[src/rtl/hms_feeder_pkg.sv]
// hms_feeder shared types and constants.
// Way count, terminal record and per-way state.
package hms_feeder_pkg;

  localparam int E_LOG_D    = 2;
  localparam int DATW_D     = 64;
  localparam int KEYW_D     = 32;
  localparam int FIFO_LOG_D = 3;

  function automatic int way_cnt(input int e_log);
    return 1 << e_log;
  endfunction

  localparam int W_D = way_cnt(E_LOG_D);

  localparam logic [DATW_D-1:0] TERM_REC =
    {{(DATW_D-KEYW_D){1'b0}}, {KEYW_D{1'b1}}};

  typedef enum logic [1:0] {
    ST_IDLE,
    ST_RUN,
    ST_TERM,
    ST_FIN
  } way_st_e;

endpackage

[src/rtl/hms_feeder_if.sv]
// hms_feeder record stream interface.
// Loader drives master, feeder is slave.
interface hms_feeder_if
  import hms_feeder_pkg::*;
#(
  parameter int DATW  = DATW_D,
  parameter int E_LOG = E_LOG_D
);
  logic [DATW-1:0]  S_DIN;
  logic [E_LOG-1:0] S_WAY;
  logic             S_LAST;
  logic             S_VALID;
  logic             S_READY;

  modport master (
    output S_DIN, S_WAY, S_LAST, S_VALID,
    input  S_READY
  );

  modport slave (
    input  S_DIN, S_WAY, S_LAST, S_VALID,
    output S_READY
  );
endinterface

[src/rtl/hms_feeder_fifo.sv]
// hms_feeder per-way synchronous FIFO.
// Head is read combinationally; clr empties it.
module hms_feeder_fifo #(
  parameter int DW  = 65,
  parameter int LOG = 3
) (
  input  logic          clk,
  input  logic          rst_n,
  input  logic          clr,
  input  logic          push,
  input  logic          pop,
  input  logic [DW-1:0] wdata,
  output logic [DW-1:0] rdata,
  output logic          full,
  output logic          empty
);
  localparam int D = 1 << LOG;

  logic [DW-1:0] mem_q [D];
  logic [LOG:0]  wp_q;
  logic [LOG:0]  rp_q;

  assign rdata = mem_q[rp_q[LOG-1:0]];
  assign empty = (wp_q == rp_q);
  assign full  = (wp_q[LOG] != rp_q[LOG]) &&
                 (wp_q[LOG-1:0] == rp_q[LOG-1:0]);

  // storage write
  always_ff @(posedge clk or negedge rst_n) begin
    if (!rst_n) begin
      for (int i = 0; i < D; i++) mem_q[i] <= '0;
    end else if (push && !full) begin
      mem_q[wp_q[LOG-1:0]] <= wdata;
    end
  end

  // pointer update; clear wins over push/pop
  always_ff @(posedge clk or negedge rst_n) begin
    if (!rst_n) begin
      wp_q <= '0;
      rp_q <= '0;
    end else if (clr) begin
      wp_q <= '0;
      rp_q <= '0;
    end else begin
      if (push && !full) wp_q <= wp_q + 1'b1;
      if (pop && !empty) rp_q <= rp_q + 1'b1;
    end
  end
endmodule

[src/rtl/hms_feeder.sv]
// hms_feeder: per-way buffered feeder for the merge tree.
// Appends one terminal record after each way's last.
module hms_feeder
  import hms_feeder_pkg::*;
#(
  parameter int E_LOG    = E_LOG_D,
  parameter int DATW     = DATW_D,
  parameter int KEYW     = KEYW_D,
  parameter int FIFO_LOG = FIFO_LOG_D
) (
  input  logic                     CLK,
  input  logic                     RST_N,
  input  logic                     START,
  input  logic [(1<<E_LOG)-1:0]    FULL,
  hms_feeder_if.slave              s,
  output logic [(DATW<<E_LOG)-1:0] DIN,
  output logic [(1<<E_LOG)-1:0]    DINEN,
  output logic                     DONE
);
  localparam int W = way_cnt(E_LOG);
  localparam logic [DATW-1:0] TERM =
    {{(DATW-KEYW){1'b0}}, {KEYW{1'b1}}};

  way_st_e              st_q [W];
  logic [W-1:0]         last_q;
  logic [W-1:0]         dinen_q;
  logic [(DATW*W)-1:0]  din_q;
  logic                 done_q;

  logic [DATW:0] rd [W];
  logic [W-1:0]  ful;
  logic [W-1:0]  emp;
  logic [W-1:0]  pop;
  logic [W-1:0]  push_w;
  logic          busy;
  logic          all_fin;
  logic          start_ok;
  logic          rdy;
  logic          acc;

  // batch status across ways
  always_comb begin
    busy    = 1'b0;
    all_fin = 1'b1;
    for (int i = 0; i < W; i++) begin
      busy    = busy | (st_q[i] == ST_RUN) |
                (st_q[i] == ST_TERM);
      all_fin = all_fin & (st_q[i] == ST_FIN);
    end
  end

  assign start_ok  = START & ~busy;
  assign rdy       = (st_q[s.S_WAY] == ST_RUN) &
                     ~ful[s.S_WAY] & ~last_q[s.S_WAY];
  assign acc       = s.S_VALID & rdy;
  assign s.S_READY = rdy;

  for (genvar g = 0; g < W; g++) begin : g_way
    assign push_w[g] = acc && (s.S_WAY == E_LOG'(g));
    assign pop[g]    = (st_q[g] == ST_RUN) &
                       ~emp[g] & ~FULL[g];

    hms_feeder_fifo #(
      .DW  (DATW + 1),
      .LOG (FIFO_LOG)
    ) u_fifo (
      .clk   (CLK),
      .rst_n (RST_N),
      .clr   (start_ok),
      .push  (push_w[g]),
      .pop   (pop[g]),
      .wdata ({s.S_LAST, s.S_DIN}),
      .rdata (rd[g]),
      .full  (ful[g]),
      .empty (emp[g])
    );
  end

  // per-way FSM with registered lane outputs
  always_ff @(posedge CLK or negedge RST_N) begin
    if (!RST_N) begin
      for (int i = 0; i < W; i++) st_q[i] <= ST_IDLE;
      last_q  <= '0;
      dinen_q <= '0;
      din_q   <= '0;
      done_q  <= 1'b0;
    end else begin
      dinen_q <= '0;
      done_q  <= start_ok ? 1'b0 : all_fin;
      for (int i = 0; i < W; i++) begin
        if (start_ok) begin
          st_q[i]   <= ST_RUN;
          last_q[i] <= 1'b0;
        end else begin
          if (push_w[i] && s.S_LAST) last_q[i] <= 1'b1;
          if (pop[i]) begin
            dinen_q[i]              <= 1'b1;
            din_q[DATW*i +: DATW]   <= rd[i][DATW-1:0];
            if (rd[i][DATW]) begin
              st_q[i]   <= ST_TERM;
              last_q[i] <= 1'b0;
            end
          end else if (st_q[i] == ST_TERM && !FULL[i]) begin
            dinen_q[i]            <= 1'b1;
            din_q[DATW*i +: DATW] <= TERM;
            st_q[i]               <= ST_FIN;
          end
        end
      end
    end
  end

  assign DIN   = din_q;
  assign DINEN = dinen_q;
  assign DONE  = done_q;
endmodule

[src/flat_wrapper.sv]
// flat-port wrapper written by rule: the top's interface ports become plain ports
module hms_feeder_flat import hms_feeder_pkg::*;
#(
  parameter int E_LOG    = E_LOG_D,
  parameter int DATW     = DATW_D,
  parameter int KEYW     = KEYW_D,
  parameter int FIFO_LOG = FIFO_LOG_D
)
  (CLK, RST_N, START, FULL, DIN, DINEN, DONE, s_S_DIN, s_S_WAY, s_S_LAST, s_S_VALID, s_S_READY);
  hms_feeder_if #(.DATW(DATW), .E_LOG(E_LOG)) s_i ();
  input  logic CLK;
  input  logic RST_N;
  input  logic START;
  input  logic [(1<<E_LOG)-1:0] FULL;
  output logic [(DATW<<E_LOG)-1:0] DIN;
  output logic [(1<<E_LOG)-1:0] DINEN;
  output logic DONE;
  input wire logic [$bits(s_i.S_DIN)-1:0] s_S_DIN;
  input wire logic [$bits(s_i.S_WAY)-1:0] s_S_WAY;
  input wire logic [$bits(s_i.S_LAST)-1:0] s_S_LAST;
  input wire logic [$bits(s_i.S_VALID)-1:0] s_S_VALID;
  output wire logic [$bits(s_i.S_READY)-1:0] s_S_READY;
  assign s_i.S_DIN = s_S_DIN;
  assign s_i.S_WAY = s_S_WAY;
  assign s_i.S_LAST = s_S_LAST;
  assign s_i.S_VALID = s_S_VALID;
  assign s_S_READY = s_i.S_READY;
  hms_feeder #(.E_LOG(E_LOG), .DATW(DATW), .KEYW(KEYW), .FIFO_LOG(FIFO_LOG)) u_core (.CLK(CLK), .RST_N(RST_N), .START(START), .FULL(FULL), .s(s_i), .DIN(DIN), .DINEN(DINEN), .DONE(DONE));
endmodule
[config.mk]
export PLATFORM = sky130hd
export DESIGN_NAME = hms_feeder_flat
export DESIGN_NICKNAME = d
export VERILOG_FILES = /design/src/rtl/hms_feeder_pkg.sv /design/src/rtl/hms_feeder_if.sv /design/src/rtl/hms_feeder_fifo.sv /design/src/rtl/hms_feeder.sv /design/src/flat_wrapper.sv
export SDC_FILE = /design/constraint.sdc
export NUM_CORES = 2
export LEC_CHECK = 0
export CAP_MARGIN = 10
export CORE_UTILIZATION = 60
export CTS_CLUSTER_DIAMETER = 30
export DETAILED_ROUTE_END_ITERATION = 8
export PLACE_DENSITY = 0.89
export SETUP_SLACK_MARGIN = 0.15
export SLEW_MARGIN = 10
export SYNTH_ARGS = -nofsm -noshare
export SYNTH_HDL_FRONTEND = slang
export SYNTH_HIERARCHICAL = 1
export SYNTH_SLANG_ARGS = --single-unit
[constraint.sdc]
create_clock -name CLK -period 4.8 [get_ports CLK]
set_input_delay 0.48 -clock CLK [delete_from_list [all_inputs] [get_ports CLK]]
set_output_delay 0.48 -clock CLK [all_outputs]
set_load 0.05 [all_outputs]
* After elaboration in Yosys (flattened, before gate mapping) *
Cells that the tools add are included.

word-level totals
  register bits after elaboration = 2,385
  bits in latches = 0
  RAM bits = 0
  bits in read-only memories = 0
  output and inout port bits = 262
  memories kept = 0

operators by class
  add/sub/neg operators = 8
  multipliers = 0
  divide/modulo/power cells = 0
  $lt $le $gt $ge = 14
  equality and inequality tests = 32
  shift operators = 0
  mux-type cells = 100
  bitwise gates (word level) = 43
  reduce and logical (&&, ||, !) cells = 65

operators with widths
  operator                                                                       number
  520-bit bitwise mux                                                            4
  65-bit binary-select mux with 3-bit select                                     4
  65-bit demux with 3-bit select                                                 4
  65-bit 2-to-1 mux                                                              12
  64-bit 2-to-1 mux                                                              8
  4-bit 2-to-1 mux                                                               16
  2-bit 2-to-1 mux                                                               18
  4-bit by 1-bit adder with 4-bit output (second input constant)                 8
  4-bit >= comparator (second input constant)                                    8
  3-bit inverter with 4-bit output                                               8
  1-bit 2-to-1 mux                                                               31
  1-bit logical AND                                                              28
  2-bit nonzero test                                                             12
  2-bit equality test (second input constant)                                    10
  4-bit equality test                                                            4
  4-bit by 1-bit less-than comparator with 1-bit output (second input constant)  4
  2-bit AND reduction                                                            8
  1-bit AND                                                                      15
  2-bit by 1-bit equality test with 1-bit output (second input constant)         6
  3-bit equality test                                                            4
  1-bit logical NOT                                                              12
  3-bit by 1-bit inequality test with 1-bit output (second input constant)       4
  1-bit inverter                                                                 12
  3-bit nonzero test                                                             4
  8 further kinds                                                                18

* Logic depth before layout (Yosys ltp) *
  depth after elaboration = 14
  mapped depth = 12
  depth with buffers taken out = 8

* Cells and area by module *
The synthesis kept the hierarchy.

modules (own cells, without submodules)
  module           times used  cells an instance  area an instance (sq um)  sequential area each (sq um)
  hms_feeder_fifo  4           1,387              24,046.8                  13,212.7
  hms_feeder       1           681                9,909.5                   6,831.6

* Worst setup path after synthesis *
Ideal clock, no wire load.

  path type = register -> output
  start point = register u_core.g_way[0].u_fifo.rp_q[1]
  end point = output port s_S_READY
  data arrival time = 2.932 ns
  data required time = 4.320 ns
  path slack = 1.388 ns
  stages on the path, launching flop included = 9
  cells stage by stage = dfrtp_1 buf_2 xor2_1 nor4_1 buf_6 or4_1 a21oi_1 a22oi_1 a311oi_1

between the ends
  cells in the longest elaborated chain, start to end = 7

ends and longest elaborated chain
  what                                       RTL line               text
  start, declared                            hms_feeder_fifo.sv:21  logic [LOG:0] rp_q;
  start signal, assigned                     hms_feeder_fifo.sv:47  if (pop && !empty) rp_q <= rp_q + 1'b1;
  3-bit equality test                        hms_feeder_fifo.sv:26  (wp_q[LOG-1:0] == rp_q[LOG-1:0]);
  1-bit logical AND                          hms_feeder_fifo.sv:25  assign full = (wp_q[LOG] != rp_q[LOG]) &&
  via u_core.ful[0]                          hms_feeder.sv:31       logic [W-1:0] ful;
  1-bit binary-select mux with 2-bit select  hms_feeder.sv:54       ~ful[s.S_WAY] & ~last_q[s.S_WAY];
  1-bit 2-to-1 mux (implied by the code)     hms_feeder.sv:54
  1-bit inverter                             hms_feeder.sv:54
  1-bit AND                                  hms_feeder.sv:53       assign rdy = (st_q[s.S_WAY] == ST_RUN) &
  1-bit AND                                  hms_feeder.sv:54
  end, declared                              flat_wrapper.sv:22     output wire logic [$bits(s_i.S_READY)-1:0] s_S_READY;

The timed path passes the listed nets, and every way through them passes these cells. The select of a mux whose other input is x is not followed.

* Final worst setup path *
  start point = register u_core.g_way[0].u_fifo.rp_q[2]
  end point = register u_core/g_way[0].u_fifo/mem_q[287] (netlist name)

between the ends
  cells in the longest elaborated chain, start to end = 10

ends and longest elaborated chain
  what                                       RTL line               text
  3-bit equality test                        hms_feeder_fifo.sv:26
  1-bit logical AND                          hms_feeder_fifo.sv:25
  via u_core.ful[0]                          hms_feeder.sv:31
  1-bit binary-select mux with 2-bit select  hms_feeder.sv:54
  1-bit 2-to-1 mux (implied by the code)     hms_feeder.sv:54
  1-bit inverter                             hms_feeder.sv:54
  1-bit AND                                  hms_feeder.sv:53
  1-bit AND                                  hms_feeder.sv:54
  1-bit AND                                  hms_feeder.sv:55       assign acc = s.S_VALID & rdy;
  1-bit logical AND                          hms_feeder.sv:59       assign push_w[g] = acc && (s.S_WAY == E_LOG'(g));
  via u_core.push_w[0]                       hms_feeder.sv:34       logic [W-1:0] push_w;
  1-bit logical AND                          hms_feeder_fifo.sv:32  end else if (push && !full) begin
  end signal, assigned by index              hms_feeder_fifo.sv:33  mem_q[wp_q[LOG-1:0]] <= wdata;
  end, declared                              hms_feeder_fifo.sv:19  logic [DW-1:0] mem_q [D];

The timed path passes the listed nets, and every way through them passes these cells. The select of a mux whose other input is x is not followed.
A chain may end at the register's enable or synchronous reset.

==> run summary <==
For the total routing usage reported by global routing, the log shows 35.5%. The combinational share of power is 29.3%. Setup repair after global routing left no endpoint under its margin. The initial utilization of the core area, before any placement, comes to 60.7%. The run gives 0 as the number of failing setup endpoints in the final timing report.

In this run the register-to-register setup slack is 0.13 ns. The worst setup path is launched from a flop. The number of antenna violations at the first check in global routing is 9, and the critical path data arrival time is 5.45 ns. The combinational family with the most area after synthesis is multiplexers. The sequential cells in the finished layout cover a total of 59700 um2.

The fraction of synthesis flops using an asynchronous set or reset pin works out to 100%. The clock latency reported for the late side of the worst-skew pair was 0.98 ns; the maximum number of pins on one net before global-route repair was 193. The run gives 0 as the total count of max-transition violations in the final report.

Relative slew slack: 12.3%. Setup slack on the critical path of the routed design comes to 0.132 ns. Clock sink count: 2385. Layout-stage area growth over the synthesis result: 19.8%. The cell-internal power was 57700 uW; the overall die area was 179000 um2. Broken down by cell family, the worst path's largest delay share belongs to simple AND/OR/NAND/NOR gates. The first TritonRoute pass finished after 8 iterations. Of the total synthesized cell area, the portion taken by XOR and XNOR cells is 0.313%. Averaged over all synthesized cells, the footprint is 17.0 um2. The aggregate routed wire length was 313000 um. After clock tree synthesis, the setup repair step added 0 buffers. The category of the critical setup timing path is flop to flop. Derived from the worst setup path, the maximum achievable clock frequency is 214 MHz.

The multi-input combinational cells in the finished layout cover a total of 43900 um2. Post-route minimum period: 4.67 ns. The tree is rooted in a clkbuf_16.

The logs give 0 for the number of nets still failing antenna checks after routing and 6229 for the gate count after technology mapping. The tools report the via count of the first global-routing pass as 72100. After routing the design area is 127000 um2.

The most common cell after layout, fill and taps aside was dfrtp_1. The number of buffer and inverter instances along the worst setup path was 1; the net switching power was 28100 uW. The flow ran to the end, and the final reports show no timing, DRC or antenna violations. In this run switching power makes up 32.7% of total power. For the pin with the worst max-slew slack, the measured transition is 1.31 ns.

The slowest stage of the critical path belongs to the cell dfrtp_4. For the HPWL after detailed placement, the log shows 156000 um. The total of buffers placed on input and output ports was 336. Dividing the detail-routed wire length by the instance count gives 33.3 um. For this design the static power due to leakage is 0.0609 uW.

The sequential element share of the synthesized area came out at 56.3%. Dividing the detail-routed via count by the number of cells gives 6.82. Leaving out fill and tap cells, the most frequent cells in the layout are dfrtp_1 (2373), mux2_2 (1944), mux4_2 (520). For the filler cell count in the final layout, the log shows 8953. The clock passes through at most 4 buffers.

In this run the count of I/O pins placed on the die edge is 337. Per report_power, the sequential group accounts for 33.5% of the total. Counting every net in the synthesized netlist gives 6315. The number of flops mapped to enable cells by yosys is 0. The capturing point of the worst reg2reg path was u_core/g_way[0].u_fifo/mem_q[287].

The most used flip-flop cell after synthesis was dfrtp_1. The standard-cell row count is 153, and the total core area is 175000 um2. For the largest clock skew in the final design, the log shows 0.0800 ns.

Of the cells placed in the final design, the portion with a size suffix greater than 1 is 54.7%. The number of stages on the worst setup path is 9. The path depth of the worst reg2reg path is 9. Once placement finished, the instance area stood at 112000 um2. In this run the critical register-to-register path is launched from u_core/g_way[0].u_fifo/rp_q[2]. Walking the worst path, the cells encountered are xor2_2, nor4_2, or4_1, a21bo_2, nor3_1, nand2_1, nor4b_2, buf_12, mux2_2. The path class of the tightest hold or removal check is input port to asynchronous set/reset pin. Max-cap violations in this run came to 0. The number of placed instances, taps included, is 8615. The vertical extent of the die came out at 423 um.

TritonCTS created 435 clock buffers. The count of distinct cell types in the synthesized netlist was 53. In the finished design, the share of the clock period the worst path needs comes to 97.2%.

After the first detailed-routing iteration, the DRC count stood at 6627. The net count of the finished layout is 6814. At the placement stage, the worst setup path has a slack of 0.697 ns.

The number of hold buffers added after CTS is 1. The required time at the endpoint of the critical path was 5.58 ns. The portion of synthesized area spent on multiplexers is 37.4%. The synthesized netlist devotes 0.868% of its cell area to simple gates. Final sum of negative setup slack: 0 ns. The number of synthesized register bits came out at 2385. Of the total synthesized cell area, the portion taken by full adders, half adders and majority gates is 0.130%. The run gives 0 as the number of remaining DRC errors. After clock tree synthesis, the clock-pin slew on the worst setup and hold paths is 0.06 ns.

The tools report the post-route non-filler standard cell count as 9407. Cells fill 72.7% of the core in the end. TritonCTS built the clock tree.

Largest stage delay on the critical path: 0.83 ns. The final number of hold-violating endpoints is 0. The first-pass GRT wire length came out at 475000 um.

The die extent in x was 423 um. The remaining global-route overflow is 0. The final weighted congestion in routability-driven placement was 0.813. The critical path endpoint category was a flop. The clock tree synthesis step divided the H-tree into 5 levels. Dividing total power by cell area gives a power density of 675 nW/um2. Post-CTS repair changed the size of 0 cells. The maximum fanout along the worst path was 33; the number of vias after detailed routing was 64200. The synthesized netlist devotes 2.46% of its cell area to compound gates. Summing every instance area after synthesis gives 106000 um2. Yosys printed 6 warnings.

The tools report the portion of total power attributed to the clock network as 37.3%. For the maximum VDD drop, the log shows 0.000726 V.
-- worst max-delay path by stage --
stage,from,to,slack [ns]
floorplan,u_core/g_way[0].u_fifo/rp_q[1],s_S_READY,1.39
global placement,u_core/g_way[0].u_fifo/rp_q[2],u_core/g_way[0].u_fifo/mem_q[281],0.77
detailed placement,u_core/g_way[0].u_fifo/rp_q[2],u_core/g_way[0].u_fifo/mem_q[282],0.70
CTS,u_core/g_way[0].u_fifo/rp_q[2],u_core/g_way[0].u_fifo/mem_q[287],0.42
global route,u_core/g_way[0].u_fifo/rp_q[2],u_core/g_way[0].u_fifo/mem_q[287],0.22
finish,u_core/g_way[0].u_fifo/rp_q[2],u_core/g_way[0].u_fifo/mem_q[287],0.13
-- synth_stat cells (2+ instances only) --
cell type / instances / share of area, %
a22o_1: 128 / 1.1
clkinv_1: 3 / 0.011
a211oi_1: 4 / 0.028
mux2i_1: 8 / 0.075
buf_6: 78 / 0.83
nand3_1: 5 / 0.024
buf_2: 143 / 0.67
nand4_1: 5 / 0.029
o41ai_1: 8 / 0.066
o21ai_0: 12 / 0.057
mux2_2: 1944 / 21
or3_1: 16 / 0.094
xor2_2: 8 / 0.12
o22a_1: 128 / 1.1
o21ai_1: 3 / 0.014
nor3_1: 4 / 0.019
a31oi_1: 2 / 0.012
and2_1: 2 / 0.012
xnor2_1: 4 / 0.033
a22oi_1: 2 / 0.014
or2_2: 4 / 0.024
inv_1: 13 / 0.046
nand3b_1: 4 / 0.028
nor4_1: 10 / 0.059
nand2_1: 16 / 0.057
nor4b_1: 9 / 0.074
mux2_4: 400 / 5.7
nor2b_1: 8 / 0.047
nand2b_1: 11 / 0.065
xor2_1: 19 / 0.16
buf_4: 61 / 0.43
clkbuf_1: 112 / 0.40
a21oi_1: 25 / 0.12
nor3b_1: 4 / 0.028
nor2_1: 36 / 0.13
mux4_2: 520 / 11
dfrtp_1: 2385 / 56
or4_4: 8 / 0.085
buf_1: 50 / 0.18
ha_1: 11 / 0.13
or4b_1: 4 / 0.038
-- through the flow --
stage                     hold slack [ns]  power [uW]
after CTS                           0.232       85500
after global routing                0.194       88000
after floorplan                     0.184       44400
after detailed placement            0.476       52400
final                               0.147       85800
after global placement              0.470       51400
-- cell type report --
| type | count | area share (%) |
|---|---|---|
| multi-input combinational | 3382 | 34.5 |
| clock buffer | 522 | 9.21 |
| sequential | 2385 | 47.0 |
| inverter | 18 | 0.0551 |
| tap | 2325 | 2.29 |
| timing repair buffer | 506 | 4.12 |
| antenna | 8 | 0.0158 |
| clock inverter | 261 | 2.76 |
-- power groups by stage --
stage	Combinational [uW]	Clock (uW)	Sequential, uW
floorplan	14400	0	30000
global placement	23400	0	28000
detailed placement	24000	0	28400
CTS	24900	32100	28600
global route	25900	33100	29000
finish	25100	32000	28700
-- routing by layer --
layer	vias up	part of all wire [%]	global-route usage (%)
met1	34700	36	44.1
met5	-	0.040	0.323
met2	3752	49	57.1
li1	24600	-	-
met4	6	6.6	21.3
met3	1100	8.2	8.13
-- worst register-to-register path: stages (launching register included) --
cell and delay (ns):
dfrtp_4 0.83, xor2_2 0.35, nor4_2 0.11, or4_1 0.56, a21bo_2 0.25, nor3_1 0.74
nand2_1 0.28, nor4b_2 0.60, buf_12 0.34, mux2_2 0.44
-- cells by family (layout without fill, tap and decap cells) --
logic type               count (synthesis)  after routing
XOR/XNOR                                31             31
other                                    0              8
adder cells (fa/ha/maj)                 11             11
AO/OA/AOI/OAI                          316            316
flip-flops                            2385           2385
buffers and inverters                  462           1307
multiplexers                          2872           2872
AND/OR/NAND/NOR                        152            152
-- sequential cells by signal, indices dropped and copies added (netlist names) --
signal	count
u_core/g_way.u_fifo/mem_q	2080
u_core/DIN	256
u_core/g_way.u_fifo/rp_q	16
u_core/g_way.u_fifo/wp_q	16
u_core/st_q	8
u_core/DINEN	4
u_core/last_q	4
u_core/DONE	1
Note: power is estimated with default switching activity, not from simulation.
